File: config.mk
export PLATFORM = sky130hd
export DESIGN_NAME = branch_target_predictor
export DESIGN_NICKNAME = d
export VERILOG_FILES = /design/src/rtl/branch_target_predictor.sv
export SDC_FILE = /design/constraint.sdc
export NUM_CORES = 2
export LEC_CHECK = 0
export BUFFER_PORTS_ARGS = -buffer_cell sky130_fd_sc_hd__buf_2
export CORE_MARGIN = 2
export CORE_UTILIZATION = 57
export CTS_CLUSTER_DIAMETER = 40
export DETAILED_ROUTE_END_ITERATION = 16
export MAX_ROUTING_LAYER = met4
export PLACE_DENSITY = 0.84
export SLEW_MARGIN = 5
export SYNTH_ARGS = -nofsm -noshare
export SYNTH_HDL_FRONTEND = slang
export SYNTH_SLANG_ARGS = --single-unit
File: constraint.sdc
create_clock -name clk -period 33.1 [get_ports clk]
set_input_delay 6.62 -clock clk [delete_from_list [all_inputs] [get_ports clk]]
set_output_delay 6.62 -clock clk [all_outputs]
set_load 0.02 [all_outputs]
File: src/rtl/branch_target_predictor.sv
// Direct-mapped branch target buffer with 2-bit saturating counters, plus I->R->C
// prediction tracking. Optional perf counters are enabled by defining BP_PERF_COUNTERS_EN.
module branch_target_predictor #(
  parameter int ENTRIES = 16,
  parameter int XLEN    = 32
) (
  input  logic            clk,
  input  logic            reset,
  input  logic            Stall,
  input  logic            FlushIR,
  input  logic            FlushRC,
  input  logic [XLEN-1:0] PC_I,
  output logic            Predict,
  output logic [XLEN-1:0] Prediction,
  input  logic            JumpR_R,
  input  logic [XLEN-1:0] PCpImm_R,
  output logic            PredictionCorrect_R,
  input  logic            CtrlValid_C,
  input  logic            Taken_C,
  input  logic [XLEN-1:0] Target_C,
  input  logic [XLEN-1:0] PC_C,
  output logic            PredictionCorrect_C
`ifdef BP_PERF_COUNTERS_EN
  ,
  output logic [31:0]     CtrlCount,
  output logic [31:0]     MispredCount
`endif
);

  localparam int IDX  = $clog2(ENTRIES);
  localparam int TAGW = XLEN - IDX - 2;

  logic            valid_q [ENTRIES];
  logic [TAGW-1:0] tag_q   [ENTRIES];
  logic [XLEN-2:0] tgt_q   [ENTRIES];
  logic [1:0]      cnt_q   [ENTRIES];

  logic [IDX-1:0]  idx_i;
  logic [IDX-1:0]  idx_c;
  logic            hit_i;
  logic            hit_c;
  logic            train;

  logic            pred_t_r;
  logic [XLEN-1:0] pred_tgt_r;
  logic            hit_r;
  logic            pred_t_c;
  logic [XLEN-1:0] pred_tgt_c;
  logic            hit_c_q;

  // Fetch lookup: combinational, no bypass from the training port.
  assign idx_i      = PC_I[IDX+1:2];
  assign hit_i      = valid_q[idx_i] && (tag_q[idx_i] == PC_I[XLEN-1:IDX+2]);
  assign Predict    = hit_i && cnt_q[idx_i][1];
  assign Prediction = Predict ? {tgt_q[idx_i], 1'b0} : '0;

  assign idx_c = PC_C[IDX+1:2];
  assign hit_c = valid_q[idx_c] && (tag_q[idx_c] == PC_C[XLEN-1:IDX+2]);
  assign train = CtrlValid_C && !Stall;

  assign PredictionCorrect_R = JumpR_R && pred_t_r && (pred_tgt_r == PCpImm_R);
  assign PredictionCorrect_C = CtrlValid_C && (pred_t_c == Taken_C) &&
                               (!Taken_C || (pred_tgt_c == Target_C));

  always_ff @(posedge clk or posedge reset) begin
    if (reset) begin
      for (int i = 0; i < ENTRIES; i++) begin
        valid_q[i] <= 1'b0;
        tag_q[i]   <= '0;
        tgt_q[i]   <= '0;
        cnt_q[i]   <= 2'b01;
      end
    end else if (train) begin
      if (hit_c) begin
        if (Taken_C) begin
          if (cnt_q[idx_c] != 2'b11) cnt_q[idx_c] <= cnt_q[idx_c] + 2'd1;
          tgt_q[idx_c] <= Target_C[XLEN-1:1];
        end else if (cnt_q[idx_c] != 2'b00) begin
          cnt_q[idx_c] <= cnt_q[idx_c] - 2'd1;
        end
      end else if (Taken_C) begin
        // Miss on a taken outcome: overwrite whatever lived at this index.
        valid_q[idx_c] <= 1'b1;
        tag_q[idx_c]   <= PC_C[XLEN-1:IDX+2];
        tgt_q[idx_c]   <= Target_C[XLEN-1:1];
        cnt_q[idx_c]   <= 2'b10;
      end
    end
  end

  // Flushes clear a stage even while the pipeline is stalled.
  always_ff @(posedge clk or posedge reset) begin
    if (reset) begin
      pred_t_r   <= 1'b0;
      pred_tgt_r <= '0;
      hit_r      <= 1'b0;
      pred_t_c   <= 1'b0;
      pred_tgt_c <= '0;
      hit_c_q    <= 1'b0;
    end else begin
      if (FlushIR) begin
        pred_t_r   <= 1'b0;
        pred_tgt_r <= '0;
        hit_r      <= 1'b0;
      end else if (!Stall) begin
        pred_t_r   <= Predict;
        pred_tgt_r <= Prediction;
        hit_r      <= hit_i;
      end
      if (FlushRC) begin
        pred_t_c   <= 1'b0;
        pred_tgt_c <= '0;
        hit_c_q    <= 1'b0;
      end else if (!Stall) begin
        pred_t_c   <= pred_t_r;
        pred_tgt_c <= pred_tgt_r;
        hit_c_q    <= hit_r;
      end
    end
  end

`ifdef BP_PERF_COUNTERS_EN
  always_ff @(posedge clk or posedge reset) begin
    if (reset) begin
      CtrlCount    <= '0;
      MispredCount <= '0;
    end else if (train) begin
      CtrlCount <= CtrlCount + 32'd1;
      if (!PredictionCorrect_C) MispredCount <= MispredCount + 32'd1;
    end
  end
`endif

  // PC/target low bits are never indexed and hit_c_q is kept only for observability.
  logic unused_ok;
  assign unused_ok = &{1'b0, PC_I[1:0], PC_C[1:0], Target_C[0], hit_c_q};

endmodule

Yosys cells after proc, flatten, opt, wreduce, memory -nomap -nowiden

Cells that the tools add are included.

Order comparisons: 3
Multiplexer cells: 47
Bitwise logic cells: 7
Equal/unequal tests: 9
Add/subtract/negate cells: 2
Reductions and logical operators: 18

Operator list:

| kind                                       | count |
|---|---|
| bitwise mux 496 bit                        | 1 |
| bitwise mux 416 bit                        | 1 |
| 2-to-1 mux 32 bit                          | 10 |
| binary-select mux 26 bit (select 4 bit)    | 2 |
| 2-to-1 mux 26 bit                          | 5 |
| binary-select mux 31 bit (select 4 bit)    | 1 |
| demux 31 bit (select 4 bit)                | 1 |
| demux 26 bit (select 4 bit)                | 1 |
| 2-to-1 mux 31 bit                          | 3 |
| bitwise mux 32 bit                         | 2 |
| == test 32 bit                             | 2 |
| == test 26 bit                             | 2 |
| OR 16 bit                                  | 2 |
| bitwise AND 16 bit                         | 1 |
| binary-select mux 2 bit (select 4 bit)     | 2 |
| NOT 16 bit                                 | 1 |
| >= comparator 5 bit, second input constant | 2 |
| 2-to-1 mux 2 bit                           | 5 |
| NOT 4 -> 5 bit                             | 2 |
| logical AND 1 bit                          | 9 |
| 2-to-1 mux 1 bit                           | 9 |
| binary-select mux 1 bit (select 4 bit)     | 2 |
| demux 2 bit (select 4 bit)                 | 1 |
| nonzero test 2 bit                         | 3 |
| other kinds (14)                           | 16 |

Flip-flop bits (word level): 1026
Output and inout bits: 35
Logic and storage cells: 154

Depth between registers and ports, before layout

Depth after elaboration: 10
Mapped depth: 17
Gate-level depth less buffers: 9

Worst setup path after synthesis

OpenSTA, ideal clock, no wires.

Kind: input to output
Start: input PC_I[2]
End: output Prediction[10]
Arrival time: 9.920 ns
Stages on the path: 12
Required time: 26.480 ns
Path slack: 16.560 ns
Buffers on the path: 5
Cell sequence: buf_2 buf_1 clkbuf_1 mux4_2 mux4_2 xnor2_1 nand4_1 nor3_1 nand4_1 clkbuf_1 clkbuf_1 nor2_1

Cells in the longest elaborated chain, start to end: 8
Elaborated cells on any way between the ends: 17
Classes of those cells: eq/ne (1); mux (13); bitwise (1); reduce/logical (2)

Ends and longest elaborated chain:

| element                                              | line       | text |
|---|---|---|
| start: declaration                                   | 12         | `input logic [XLEN-1:0] PC_I,` |
| NOT 4 -> 5 bit (not written as such) *               | 53, 54, 55 |  |
| binary-select mux 26 bit (select 4 bit)              | 53         | `assign hit_i = valid_q[idx_i] && (tag_q[idx_i] == PC_I[XLEN-1:IDX+2]);` |
| 2-to-1 mux 26 bit (not written as such) (2 in a row) | 53         |  |
| == test 26 bit                                       | 53         |  |
| logical AND 1 bit                                    | 53         |  |
| logical AND 1 bit                                    | 54         | `assign Predict = hit_i && cnt_q[idx_i][1];` |
| 2-to-1 mux 32 bit *                                  | 55         | `assign Prediction = Predict ? {tgt_q[idx_i], 1'b0} : '0;` |
| end: declaration                                     | 14         | `output logic [XLEN-1:0] Prediction,` |

Mark *: on every way between the ends. The rest lies on a longest branch, timed or not. The select of a mux whose other input is x is not followed.

Final worst setup path

Start: input PC_I[4]
End: output Prediction[9]

Same word-level chain as after synthesis.

==> metrics.txt <==
status finished, final reports clean; HP Class register to register; syn nets 3,566; Setup Fix Bufs, Post-CTS 0; Synth Register Bits 1,024; Worst EP required 26.48 ns; first-iteration detailed-routing DRC count 3,362; Final setup viols 0; initial antenna violation count 14; H-tree depth 4; Rel. slew slack 0.2060; WP data arrival 11.54 ns; clock sinks 1,024; placed cell count 4,504; Critical Path Max Stage Delay 0.87 ns; Power per Cell Area 59.78 nW/um^2; fmax 55.06 MHz; sequential-to-total area share from yosys stat 0.5017; Final Hold Viols 0; Final WS setup 14.94 ns; CP Max Fanout 74; Cell Area, Synth 51,110 um^2; full die area 92,080 um^2; first-pass GRT wire length 204,000 um; slowest stage cell on the critical path buf_4; syn avg cell area 14.91 um^2; Sw Ratio 0.2621; Finished Core Util 0.6451; Netlist cell types 64; Skew-Pair Late Insertion Delay 0.76 ns; root buffer cell clkbuf_16; total core area 88,650 um^2; CP endpoint kind output pin; net load switching power 0.8961 mW; Lkg Pwr 26.09 nW; CTS tree built; Main synth FF type dfrtp_1; Post-synth EDFFs 0; final hold slack 0.4927 ns; HPWL after DPL 74,930 um; Synth async-reset ratio 1.000; clock share of power 0.421; Remaining DRCs 0; routed vias 31,800; Clock transition at path regs 0.06 ns; Yosys warning total 0; largest net degree at the start of global routing 202; number of port buffers 165; CP Launch Type input port; design area 57,180 um^2; hold-fix buffers at CTS 0; skew final 0.04466 ns; final setup TNS 0 ns; row cnt 109; DP Area 52,660 um^2; dpl ws 15.04 ns; Die H 303.5 um; cells along the critical path buf_6 -> buf_4 -> mux4_2 -> mux4_2 -> xnor2_1 -> nand4_1 -> nor4_1 -> nand4_1 -> buf_4 -> nor2_1 -> buf_2; drt total wl 132,400 um; DRT antenna net count 0; Final min period 18.16 ns; initial core utilization 0.5766; Tcrit/Tclk final 0.5487; vias per std cell 6.681; Syn-to-layout area delta 11.88%; drt first pass iters 5; Die X 303.5 um; Tightest Pin Transition 1.191 ns; RSZ-0062 raised after global routing no; share of cells above drive strength 1 0.5127; critical setup path kind input port to output pin; Logic pwr share 0.138; MaxCap Viol Count 0; # nets final 3,611; # resized after CTS 0; Layout Cells excl Fill 4,760; RePlAce Congestion 0.8529; vias in the first global route 33,170; I/O pins 171; DR WL/cell 27.81 um; Int Power 2.523 mW; sequential share of power 0.442; Mapped Cells 3,428; maximum vdd drop 0.05192 mV; Pwr Total 3.419 mW; Pins Over Slew Limit 0; total gr overflow 0; TritonCTS buffer count 132; All-Layer GR Usage 0.3031; Clock Tree Buf Depth 3
worst max-delay path, delay by kind of cell:
family	cells	cell delay, ns
buf+inv	4	2.10
xor+xnor	1	0.17
mux	2	1.13
simple gates	4	1.30
cell usage in the layout (no fill, tap or decap), drive strengths merged, types with 10 or more instances in the layout:
cell type	synthesis	final
nor2b	10	10
or2	12	12
nor4	17	17
nand4	18	18
nand2b	19	19
mux2i	118	118
clkinv	1	40
clkbuf	168	166
xnor2	52	52
mux4	351	351
o21ai	22	22
xor2	65	65
diode	0	14
dfstp	16	16
clkinvlp	0	17
o32ai	10	10
buf	141	220
a21oi	68	68
or3	32	32
inv	9	23
a22oi	19	19
mux2	977	977
nor2	124	124
nand2	82	82
nand3	12	12
o22ai	10	10
dfrtp	1008	1008
routing by layer:
metal  global-route usage  share of wire
met1               0.3929           0.39
met2               0.4707           0.49
met3              0.05719          0.075
met4               0.1328          0.042
met5                    -              0
final cells by class:
class / count / area [um^2]
fillers: 5987 / 31460
flip-flops and latches: 1024 / 25640
multi-input cells: 2085 / 24160
clock buffers: 166 / 3654
well taps: 1165 / 1458
repair buffers: 220 / 1360
clock inverters: 76 / 837.1
inverters: 10 / 41.29
diodes: 14 / 35.03
power by group through the flow:
stage	combinational, mW	clock, mW	sequential (mW)
detailed placement	0.465	0	1.52
CTS	0.471	1.45	1.51
global route	0.503	1.51	1.53
floorplan	0.369	0	1.49
finish	0.471	1.44	1.51
global placement	0.450	0	1.51
kinds of logic (layout without fill, tap and decap cells):
| kind of cell | count (synthesis) | count (layout) | share of synthesized area |
|---|---|---|---|
| mux | 1446 | 1446 | 0.3930 |
| flops | 1024 | 1024 | 0.5017 |
| simple gates | 345 | 345 | 0.03283 |
| buf+inv | 319 | 472 | 0.02849 |
| compound gates | 174 | 174 | 0.02335 |
| xor+xnor | 117 | 117 | 0.02005 |
| fa+ha+maj | 2 | 2 | 0.0004895 |
| other cells | 1 | 15 | 0.00007337 |
registers in the layout, indices dropped and copies added (netlist names):
name,count
pred_t_c,1
tgt_q,496
valid_q,16
pred_t_r,1
pred_tgt_c,31
cnt_q,32
tag_q,416
pred_tgt_r,31
synthesized netlist by cell type, types with 11 or more instances:
library cell,number,area (um^2)
nand2_1,82,307.8
nand3_1,12,60.06
nand2b_1,19,118.9
or3_1,32,200.2
xor2_1,65,569.3
xnor2_1,52,455.4
nor2_1,113,424.2
buf_1,41,153.9
mux2_1,17,191.4
nand4_1,18,112.6
nor4_1,17,106.4
or2_2,11,68.82
dfrtp_1,1008,25220
mux2i_1,118,1181
mux4_2,351,7905
dfstp_2,16,420.4
nor2_2,11,68.82
a22oi_1,19,142.6
o21ai_0,22,110.1
buf_4,33,247.7
clkbuf_1,167,626.9
mux2_2,960,10810
buf_2,59,295.3
a21oi_1,68,340.3
final timing paths:
check,start,to,slack (ns),cells past startpoint
max reg2reg,tag_q[298],tag_q[133],28.24,11
max in group asynchronous,reset,pred_t_c,23.98,6
min reg2reg,valid_q[14],valid_q[14],0.49,1
max,PC_I[4],Prediction[9],14.94,11
min,valid_q[14],valid_q[14],0.49,1
min in group asynchronous,reset,tag_q[206],6.13,3
Power figures use the tool's default switching activity.
